`config.mk`:
```
export PLATFORM = sky130hd
export DESIGN_NAME = div_unit_flat
export DESIGN_NICKNAME = d
export VERILOG_FILES = /design/src/rtl/div_pkg.sv /design/src/rtl/div_if.sv /design/src/rtl/div_step.sv /design/src/rtl/div_unit.sv /design/src/flat_wrapper.sv
export SDC_FILE = /design/constraint.sdc
export NUM_CORES = 1
export LEC_CHECK = 0
export BUFFER_PORTS_ARGS = -buffer_cell sky130_fd_sc_hd__buf_2
export CAP_MARGIN = 0
export CORE_MARGIN = 2
export CORE_UTILIZATION = 50
export DETAILED_ROUTE_END_ITERATION = 10
export PLACE_DENSITY = 0.8
export SYNTH_ARGS = -nofsm -noshare
export SYNTH_HDL_FRONTEND = slang
export SYNTH_SLANG_ARGS = --single-unit
export TNS_END_PERCENT = 1
```
`constraint.sdc`:
```
create_clock -name clk -period 6.25 [get_ports clk]
set_input_delay 0 -clock clk [delete_from_list [all_inputs] [get_ports clk]]
set_output_delay 0 -clock clk [all_outputs]
set_load 0.005 [all_outputs]
```
`src/rtl/div_pkg.sv`:
```
// Shared definitions for the multi-cycle DIV/DIVU divider: FSM encoding,
// iteration count and HI/LO field positions of the 64-bit result.
package div_pkg;

  localparam int DIV_WIDTH = 32;
  localparam int DIV_ITER  = 32;
  localparam int CNT_W     = $clog2(DIV_ITER);

  localparam int HI_MSB = 63;
  localparam int HI_LSB = 32;
  localparam int LO_MSB = 31;

  typedef enum logic [1:0] {
    FREE    = 2'd0,
    BY_ZERO = 2'd1,
    ON      = 2'd2,
    END     = 2'd3
  } div_state_e;

  function automatic logic [DIV_WIDTH-1:0] magnitude(input logic [DIV_WIDTH-1:0] v,
                                                     input logic                 neg);
    return neg ? -v : v;
  endfunction

endpackage

```
`src/rtl/div_if.sv`:
```
// Start/ready handshake between the EX stage (master) and the divider (slave).
interface div_if
  import div_pkg::*;
();

  logic                   start_i;
  logic                   annul_i;
  logic                   signed_i;
  logic [DIV_WIDTH-1:0]   opa_i;
  logic [DIV_WIDTH-1:0]   opb_i;
  logic [2*DIV_WIDTH-1:0] result_o;
  logic                   ready_o;
  logic                   busy_o;

  modport master (
    output start_i, annul_i, signed_i, opa_i, opb_i,
    input  result_o, ready_o, busy_o
  );

  modport slave (
    input  start_i, annul_i, signed_i, opa_i, opb_i,
    output result_o, ready_o, busy_o
  );

endinterface

```
`src/rtl/div_step.sv`:
```
// One radix-2 restoring iteration: trial-subtract the divisor magnitude from
// the shifted partial remainder and keep the difference if it did not borrow.
module div_step
  import div_pkg::*;
(
  input  logic [DIV_WIDTH:0]   part_rem,
  input  logic [DIV_WIDTH-1:0] divisor,
  output logic [DIV_WIDTH-1:0] rem_next,
  output logic                 q_bit
);

  // A kept difference is always below the divisor, so it fits in DIV_WIDTH bits.
  assign q_bit    = (part_rem >= {1'b0, divisor});
  assign rem_next = q_bit ? DIV_WIDTH'(part_rem - {1'b0, divisor})
                          : part_rem[DIV_WIDTH-1:0];

endmodule

```
`src/rtl/div_unit.sv`:
```
// Multi-cycle 32-bit divider for DIV/DIVU; result is {remainder, quotient}.
// Signed operation is built only when DIV_SIGNED_EN is defined.
module div_unit
  import div_pkg::*;
#(
  parameter int WIDTH = DIV_WIDTH  // only 32 is supported
) (
  input  logic clk,
  input  logic rst_n,
  div_if.slave bus
);

  localparam logic [CNT_W-1:0] LAST = CNT_W'(DIV_ITER - 1);

  div_state_e         state_q, state_d;
  logic [CNT_W-1:0]   cnt_q;
  logic [WIDTH-1:0]   rem_q, dvd_q, dvs_q;
  logic [WIDTH-1:0]   rem_next, quo_next, fin_q, fin_r;
  logic [WIDTH-1:0]   opa_mag, opb_mag;
  logic [2*WIDTH-1:0] result_q;
  logic               q_bit, accept;

  assign accept = (state_q == FREE) && bus.start_i && !bus.annul_i;

  // The dividend register shifts out dividend bits MSB first while quotient bits fill in at the LSB.
  div_step u_step (
    .part_rem ({rem_q, dvd_q[WIDTH-1]}),
    .divisor  (dvs_q),
    .rem_next (rem_next),
    .q_bit    (q_bit)
  );

  assign quo_next = {dvd_q[WIDTH-2:0], q_bit};

`ifdef DIV_SIGNED_EN
  logic sign_a, sign_b, neg_q_q, neg_r_q;

  assign sign_a  = bus.signed_i & bus.opa_i[WIDTH-1];
  assign sign_b  = bus.signed_i & bus.opb_i[WIDTH-1];
  assign opa_mag = magnitude(bus.opa_i, sign_a);
  assign opb_mag = magnitude(bus.opb_i, sign_b);
  assign fin_q   = neg_q_q ? -quo_next : quo_next;
  assign fin_r   = neg_r_q ? -rem_next : rem_next;
`else
  assign opa_mag = bus.opa_i;
  assign opb_mag = bus.opb_i;
  assign fin_q   = quo_next;
  assign fin_r   = rem_next;
`endif

  // NOTE: sequential state uses non-blocking assignments so every register samples pre-edge values.
  always_ff @(posedge clk or negedge rst_n) begin
    if (!rst_n) state_q <= FREE;
    else        state_q <= state_d;
  end

  // NOTE: every output of a combinational block gets a default first; a missed path would infer a latch.
  always_comb begin
    state_d = state_q;
    case (state_q)
      FREE:    if (accept) state_d = (bus.opb_i == '0) ? BY_ZERO : ON;
      BY_ZERO: state_d = bus.annul_i ? FREE : END;
      ON: begin
        if (bus.annul_i)        state_d = FREE;
        else if (cnt_q == LAST) state_d = END;
      end
      END:     if (bus.annul_i || !bus.start_i) state_d = FREE;
      default: state_d = FREE;
    endcase
  end

  always_comb begin
    bus.ready_o = 1'b0;
    bus.busy_o  = 1'b0;
    case (state_q)
      BY_ZERO, ON: bus.busy_o  = 1'b1;
      END:         bus.ready_o = 1'b1;
      default:     ;
    endcase
  end

  // NOTE: datapath registers are few and flops, not memory, so all take the async reset and
  //       a reset mid-divide clears result_o at once.
  always_ff @(posedge clk or negedge rst_n) begin
    if (!rst_n) begin
      cnt_q    <= '0;
      rem_q    <= '0;
      dvd_q    <= '0;
      dvs_q    <= '0;
      result_q <= '0;
`ifdef DIV_SIGNED_EN
      neg_q_q  <= 1'b0;
      neg_r_q  <= 1'b0;
`endif
    end else begin
      case (state_q)
        FREE: begin
          if (accept) begin
            dvd_q   <= opa_mag;
            dvs_q   <= opb_mag;
            rem_q   <= '0;
            cnt_q   <= '0;
`ifdef DIV_SIGNED_EN
            neg_q_q <= sign_a ^ sign_b;
            neg_r_q <= sign_a;
`endif
          end
        end
        ON: begin
          rem_q <= rem_next;
          dvd_q <= quo_next;
          cnt_q <= cnt_q + CNT_W'(1);
          if (cnt_q == LAST && !bus.annul_i) begin
            result_q[HI_MSB:HI_LSB] <= fin_r;
            result_q[LO_MSB:0]      <= fin_q;
          end
        end
        BY_ZERO: if (!bus.annul_i) result_q <= '0;
        default: ;
      endcase
    end
  end

  assign bus.result_o = result_q;

endmodule

```
`src/flat_wrapper.sv`:
```
// flat-port wrapper written by rule: the top's interface ports become plain ports
module div_unit_flat import div_pkg::*;
#(
  parameter int WIDTH = DIV_WIDTH                         
)
  (clk, rst_n, bus_start_i, bus_annul_i, bus_signed_i, bus_opa_i, bus_opb_i, bus_result_o, bus_ready_o, bus_busy_o);
  div_if bus_i ();
  input  logic clk;
  input  logic rst_n;
  input wire logic [$bits(bus_i.start_i)-1:0] bus_start_i;
  input wire logic [$bits(bus_i.annul_i)-1:0] bus_annul_i;
  input wire logic [$bits(bus_i.signed_i)-1:0] bus_signed_i;
  input wire logic [$bits(bus_i.opa_i)-1:0] bus_opa_i;
  input wire logic [$bits(bus_i.opb_i)-1:0] bus_opb_i;
  output wire logic [$bits(bus_i.result_o)-1:0] bus_result_o;
  output wire logic [$bits(bus_i.ready_o)-1:0] bus_ready_o;
  output wire logic [$bits(bus_i.busy_o)-1:0] bus_busy_o;
  assign bus_i.start_i = bus_start_i;
  assign bus_i.annul_i = bus_annul_i;
  assign bus_i.signed_i = bus_signed_i;
  assign bus_i.opa_i = bus_opa_i;
  assign bus_i.opb_i = bus_opb_i;
  assign bus_result_o = bus_i.result_o;
  assign bus_ready_o = bus_i.ready_o;
  assign bus_busy_o = bus_i.busy_o;
  div_unit #(.WIDTH(WIDTH)) u_core (.clk(clk), .rst_n(rst_n), .bus(bus_i));
endmodule
```
# --- Word-level counts from Yosys, hierarchy flattened ---
# Cells that the tools add are included.
# W data, S select, Z words.
totals:
  reg_bits: 167
  latch_bits: 0
  ramBits: 0
  rom_bits: 0
  in_bits: 69
  out_inout_bits: 66
  elab_cells: 52
  memories: 0
classes:
  add_sub_neg: 2
  mul: 0
  div: 0
  n_lt_le_gt_ge: 1
  n_eq_ne: 9
  n_shift: 0
  muxes: 19
  bitwise: 0
  reduce_logical: 15
op_table:
  columns: ["operator", "n"]
  rows:
  - ["$mux W64", 2]
  - ["$pmux W32 S2", 2]
  - ["$pmux W64 S2", 1]
  - ["$mux W32", 3]
  - ["$ge A33 B32 Y1", 1]
  - ["$logic_not A32 Y1", 1]
  - ["$sub A32 B32 Y32", 1]
  - ["$mux W2", 6]
  - ["$pmux W5 S2", 1]
  - ["$pmux W2 S4", 1]
  - ["$ne A2 B1 Y1 const B", 3]
  - ["$reduce_and A3 Y1", 2]
  - ["$add A5 B1 Y5 const B", 1]
  - ["$eq A5 B5 Y1 const B", 1]
  - ["$mux W5", 1]
  - ["$eq A2 B2 Y1 const B", 2]
  - ["$reduce_and A2 Y1", 2]
  - ["$reduce_bool A2 Y1", 2]
  - ["$logic_and A1 B1 Y1", 3]
  - ["$ne A3 B2 Y1 const B", 1]
  - ["$eq A2 B1 Y1 const B", 1]
  - ["$logic_not A1 Y1", 2]
  - ["$logic_not A2 Y1", 1]
  - ["$mux W1", 2]
  - ["other kinds (3)", 3]

# --- Depth between registers and ports, before layout ---
depth:
  word_depth: 5
  mapped_depth: 13
  ltp_nobuf: 13

# --- Hierarchy ---
# A second synthesis with hierarchy kept.
unflattened:
  cells_unflattened: 802
  area_unflattened_um2: 8967.4
by_module_without_submodules:
  columns: ["mod", "instances", "cells_per_inst", "area_per_inst_um2", "seq_area_each_um2"]
  rows:
  - ["div_unit", 1, 479, 6636.4, 4179.0]
  - ["div_step", 1, 323, 2331.0, 0.0]

# --- Least setup slack after synthesis ---
# Ideal clock, no wire load.
synth_timing:
  kind: "flip-flop to flip-flop"
  from: "register u_core.dvd_q[31]"
  to: "register u_core.rem_q[20]"
  setup_time_ns: 0.121
  t_arrival_ns: 2.689
  required_time_ns: 6.129
  slack_ns: 3.440
  stages_incl_launch_ff: 14
  n_path_buf: 0
  synth_period_minus_slack_ns: 2.810
  cell_sequence: "dfrtp_1 > inv_1 > ha_1 > inv_1 > fa_1 > a21o_1 > a311o_2 > a21oi_4 > a211oi_4 > o21bai_4 > nand2_2 > xor2_1 > mux2_4 > a22o_1"
synth_between:
  elab_chain_cells: 3
  elab_cells_between_ends: 4
  classes_between: "add/sub (1); order compare (1); mux (2)"
synth_lines:
  columns: ["element", "line_no", "text"]
  rows:
  - ["from (decl)", "div_unit.sv:17", "logic [WIDTH-1:0] rem_q, dvd_q, dvs_q;"]
  - ["from (signal assigned)", "div_unit.sv:99", "dvd_q <= opa_mag;"]
  - ["from (signal assigned)", "div_unit.sv:111", "dvd_q <= quo_next;"]
  - ["$sub A32 B32 Y32 or $ge A33 B32 Y1 (tied branches)", "div_step.sv:14, div_step.sv:13", null]
  - ["$mux W32 (*)", "div_step.sv:14", "assign rem_next = q_bit ? DIV_WIDTH'(part_rem - {1'b0, divisor})"]
  - ["$pmux W32 S2 (*)", "div_unit.sv:96", "case (state_q)"]
  - ["to (signal assigned)", "div_unit.sv:110", "rem_q <= rem_next;"]
  - ["to (decl)", "div_unit.sv:17", null]
# Mark *: on every way between the ends. The rest lies on a longest branch, timed or not.
# A chain may end at the register's enable or synchronous reset.

# --- Worst setup path in the final report ---
layout_timing:
  from: "register u_core.rem_q[12]"
  to: "register u_core.rem_q[1]"
layout_between:
  elab_chain_cells: 3
layout_lines:
  columns: ["element", "line_no", "text"]
  rows:
  - ["$ge A33 B32 Y1", "div_step.sv:13", "assign q_bit = (part_rem >= {1'b0, divisor});"]
  - ["$mux W32", "div_step.sv:14", null]
  - ["$pmux W32 S2", "div_unit.sv:96", null]
# Every way passes these cells.

==> flow_summary.json <==
{
  "vdd_drop_max_uv": 334.9,
  "tightest_slew_ps": 1331,
  "drt_iter0_drc": 724,
  "postRouteWirelength_um": 22770,
  "arrival_ps": 4040,
  "die_h_um": 137.8,
  "syn_area_mm2": 0.008957,
  "min_period_over_period": 0.6014,
  "diodes": 0,
  "fmax_ghz": 0.2660,
  "place_congestion": 0.9115,
  "post-route-min-period_ps": 3759,
  "insertion_delay_ps": 440,
  "crit_path_start_kind": "register",
  "port_buffers": 133,
  "yosys-top-cells-area": "dfrtp_1 47%, ha_1 5.4%, nand2_1 5.2%, mux2_2 4.3%, o21ai_0 3.7%",
  "synth_nets": 1015,
  "power_density_mw_per_mm2": 608.7,
  "synthXorXnorAreaFrac": 0.02640,
  "synth_flop_cell": "dfrtp_1",
  "required_ps": 6530,
  "vias": 7470,
  "yosys_register_bits": 167,
  "antenna_left": 0,
  "synthCells": 906,
  "place_area_mm2": 0.009681,
  "clock_skew_ps": 12.75,
  "yosys.cell_types.count": 66,
  "grt_use_total": 0.2492,
  "ios": 135,
  "holdCritPathClass": "input pin to register",
  "finalPower_mw": 6.656,
  "crit_fanout": 28,
  "stdcell_count": 1317,
  "synth_area_leader_cell": "dfrtp_1",
  "initial_utilization": 0.5143,
  "drc": 0,
  "status": "finished, final reports clean",
  "fin_setup_tns_ps": 0,
  "rsz0062_at_grt": "false",
  "relSlewSlack": 0.1119,
  "slew_violations": 0,
  "synth_edf_count": 0,
  "synth.mux.area_fraction": 0.06845,
  "first_global_vias": 7385,
  "die_x_um": 137.8,
  "cp-end-kind": "register",
  "setup_viol": 0,
  "cts_tree": "built",
  "synthSimpleGateAreaFrac": 0.1264,
  "synth-seq-area-share": 0.4665,
  "grt_max_degree": 104,
  "async_reset_ff_frac": 1.000,
  "grt_pass1_wl_um": 37230,
  "syn_avg_cell_area_um2": 9.887,
  "grt_overflow": 0,
  "layout.nets": 1188,
  "dpl.hpwl_um": 14610,
  "path_class": "register to register",
  "final_area_mm2": 0.01093,
  "synth_top_area_frac": 0.4665,
  "vias_per_cell": 5.672,
  "area_delta_synth_final_pct": 22.07,
  "cts_sinks": 167,
  "first_pass_iters": 7,
  "pre_cts_ws_ps": 2564,
  "clk_pin_slew_ps": 70,
  "cts_resized": 0,
  "wl_per_cell_um": 17.29,
  "drv_cap": 0,
  "clockBufferDepth": 2,
  "dieArea_mm2": 0.01900,
  "hold_viol": 0,
  "cts-root-buf": "clkbuf_16",
  "antenna_found_initial": 0,
  "htree_levels": 4,
  "cts_made_buffers": 17,
  "synth-adder-area-share": 0.05671,
  "placed_cells_incl_taps": 1219,
  "rows": 48,
  "synth_top_family_by_area": "compound AO/OA/AOI/OAI gates",
  "yosys_warnings": 0,
  "synth_compound_area_frac": 0.1930,
  "drive_gt1_frac": 0.2115,
  "whs_ps": 182.9,
  "finish.utilization": 0.6278,
  "coreArea_mm2": 0.01742,
  "cellLeakagePower_nw": 5.410,
  "setup_slack_ps": 2491
}
worst max-delay path, cell delays in order, from the launching register on:
cell and delay (ps):
dfrtp_1 400, ha_1 470, nand2_1 120, o21ai_1 240
o211ai_1 150, a21oi_2 280, o21ai_4 140, a31oi_4 860
buf_4 430, mux2i_1 360, o21ai_1 120
power by group:
group | switching (mW) | internal [mW] | total (mW) | leakage, nW
Combinational | 2.20 | 1.55 | 3.75 | 2.99
Clock | 0.480 | 0.600 | 1.08 | 0.286
Sequential | 0.296 | 1.53 | 1.83 | 2.14
Total | 2.98 | 3.68 | 6.66 | 5.41
synthesized netlist by cell type, types with 3 or more instances:
| master | n |
|---|---|
| a2111o_1 | 3 |
| a21boi_0 | 3 |
| a21o_1 | 14 |
| a21oi_1 | 44 |
| a21oi_2 | 4 |
| a222oi_1 | 31 |
| a22o_1 | 12 |
| a31oi_1 | 4 |
| a31oi_4 | 3 |
| buf_1 | 5 |
| buf_6 | 5 |
| clkbuf_1 | 31 |
| clkbuf_8 | 5 |
| dfrtp_1 | 167 |
| ha_1 | 39 |
| inv_1 | 73 |
| mux2_2 | 34 |
| mux2i_1 | 20 |
| nand2_1 | 125 |
| nand2b_1 | 34 |
| nand3_1 | 11 |
| nand4_1 | 6 |
| nor2_1 | 26 |
| nor3_1 | 5 |
| nor4_1 | 9 |
| o211ai_1 | 3 |
| o21a_1 | 3 |
| o21ai_0 | 67 |
| o21ai_1 | 46 |
| or3_1 | 4 |
| xnor2_1 | 14 |
| xor2_1 | 13 |
timing repair:
item                       in CTS  in global routing
hold buffers                   66                  0
setup endpoints to repair       0                  0
buffers inserted                0                  0
hold endpoints to repair      168                  0
state kept, by name, indices dropped and copies added (netlist names):
register             count
u_core.state_q           2
u_core.rem_q            32
u_core.dvd_q            32
u_core.cnt_q             5
u_core.dvs_q            32
u_core.bus.result_o     64
cell type report:
class | instances | area [um^2]
clock buffers | 18 | 429.2
clock inverters | 14 | 163.9
fillers | 1399 | 6482
inverters | 73 | 274.0
multi-input cells | 616 | 4237
flip-flops and latches | 167 | 4179
well taps | 225 | 281.5
repair buffers | 204 | 1370
metal layers:
layer,wire (um),track usage,vias to the layer above
met1,10130,0.3431,3645
met4,462,0.07596,0
met5,0,0,-
met2,11050,0.4048,248
li1,-,-,3543
met3,1129,0.04157,34
final timing paths:
check,cells past startpoint,slack (ps),end,from
max,10,2490,u_core.rem_q[1],u_core.rem_q[12]
min reg2reg,2,470,u_core.bus.result_o[0],u_core.bus.result_o[0]
max in group asynchronous,3,4660,u_core.dvd_q[2],rst_n
min,6,180,u_core.state_q[0],bus_start_i
max reg2reg,10,2490,u_core.rem_q[1],u_core.rem_q[12]
min in group asynchronous,2,230,u_core.rem_q[10],rst_n
cells by family after synthesis:
logic type,after synthesis
buf+inv,123
flops,167
mux,56
xor+xnor,27
compound gates,255
simple gates,238
fa+ha+maj,40
placed cells by master, fill, tap and decap left out, types with 14 or more instances in the layout:
cell type	Yosys	routed
dfrtp_1	167	167
buf_2	2	132
nand2_1	125	125
inv_1	73	73
o21ai_0	67	67
dlygate4sd3_1	0	66
o21ai_1	46	46
a21oi_1	44	43
ha_1	39	39
nand2b_1	34	34
mux2_2	34	34
a222oi_1	31	31
nor2_1	26	25
mux2i_1	20	20
clkbuf_16	0	17
a21o_1	14	14
xnor2_1	14	14
Power figures use the tool's default switching activity.
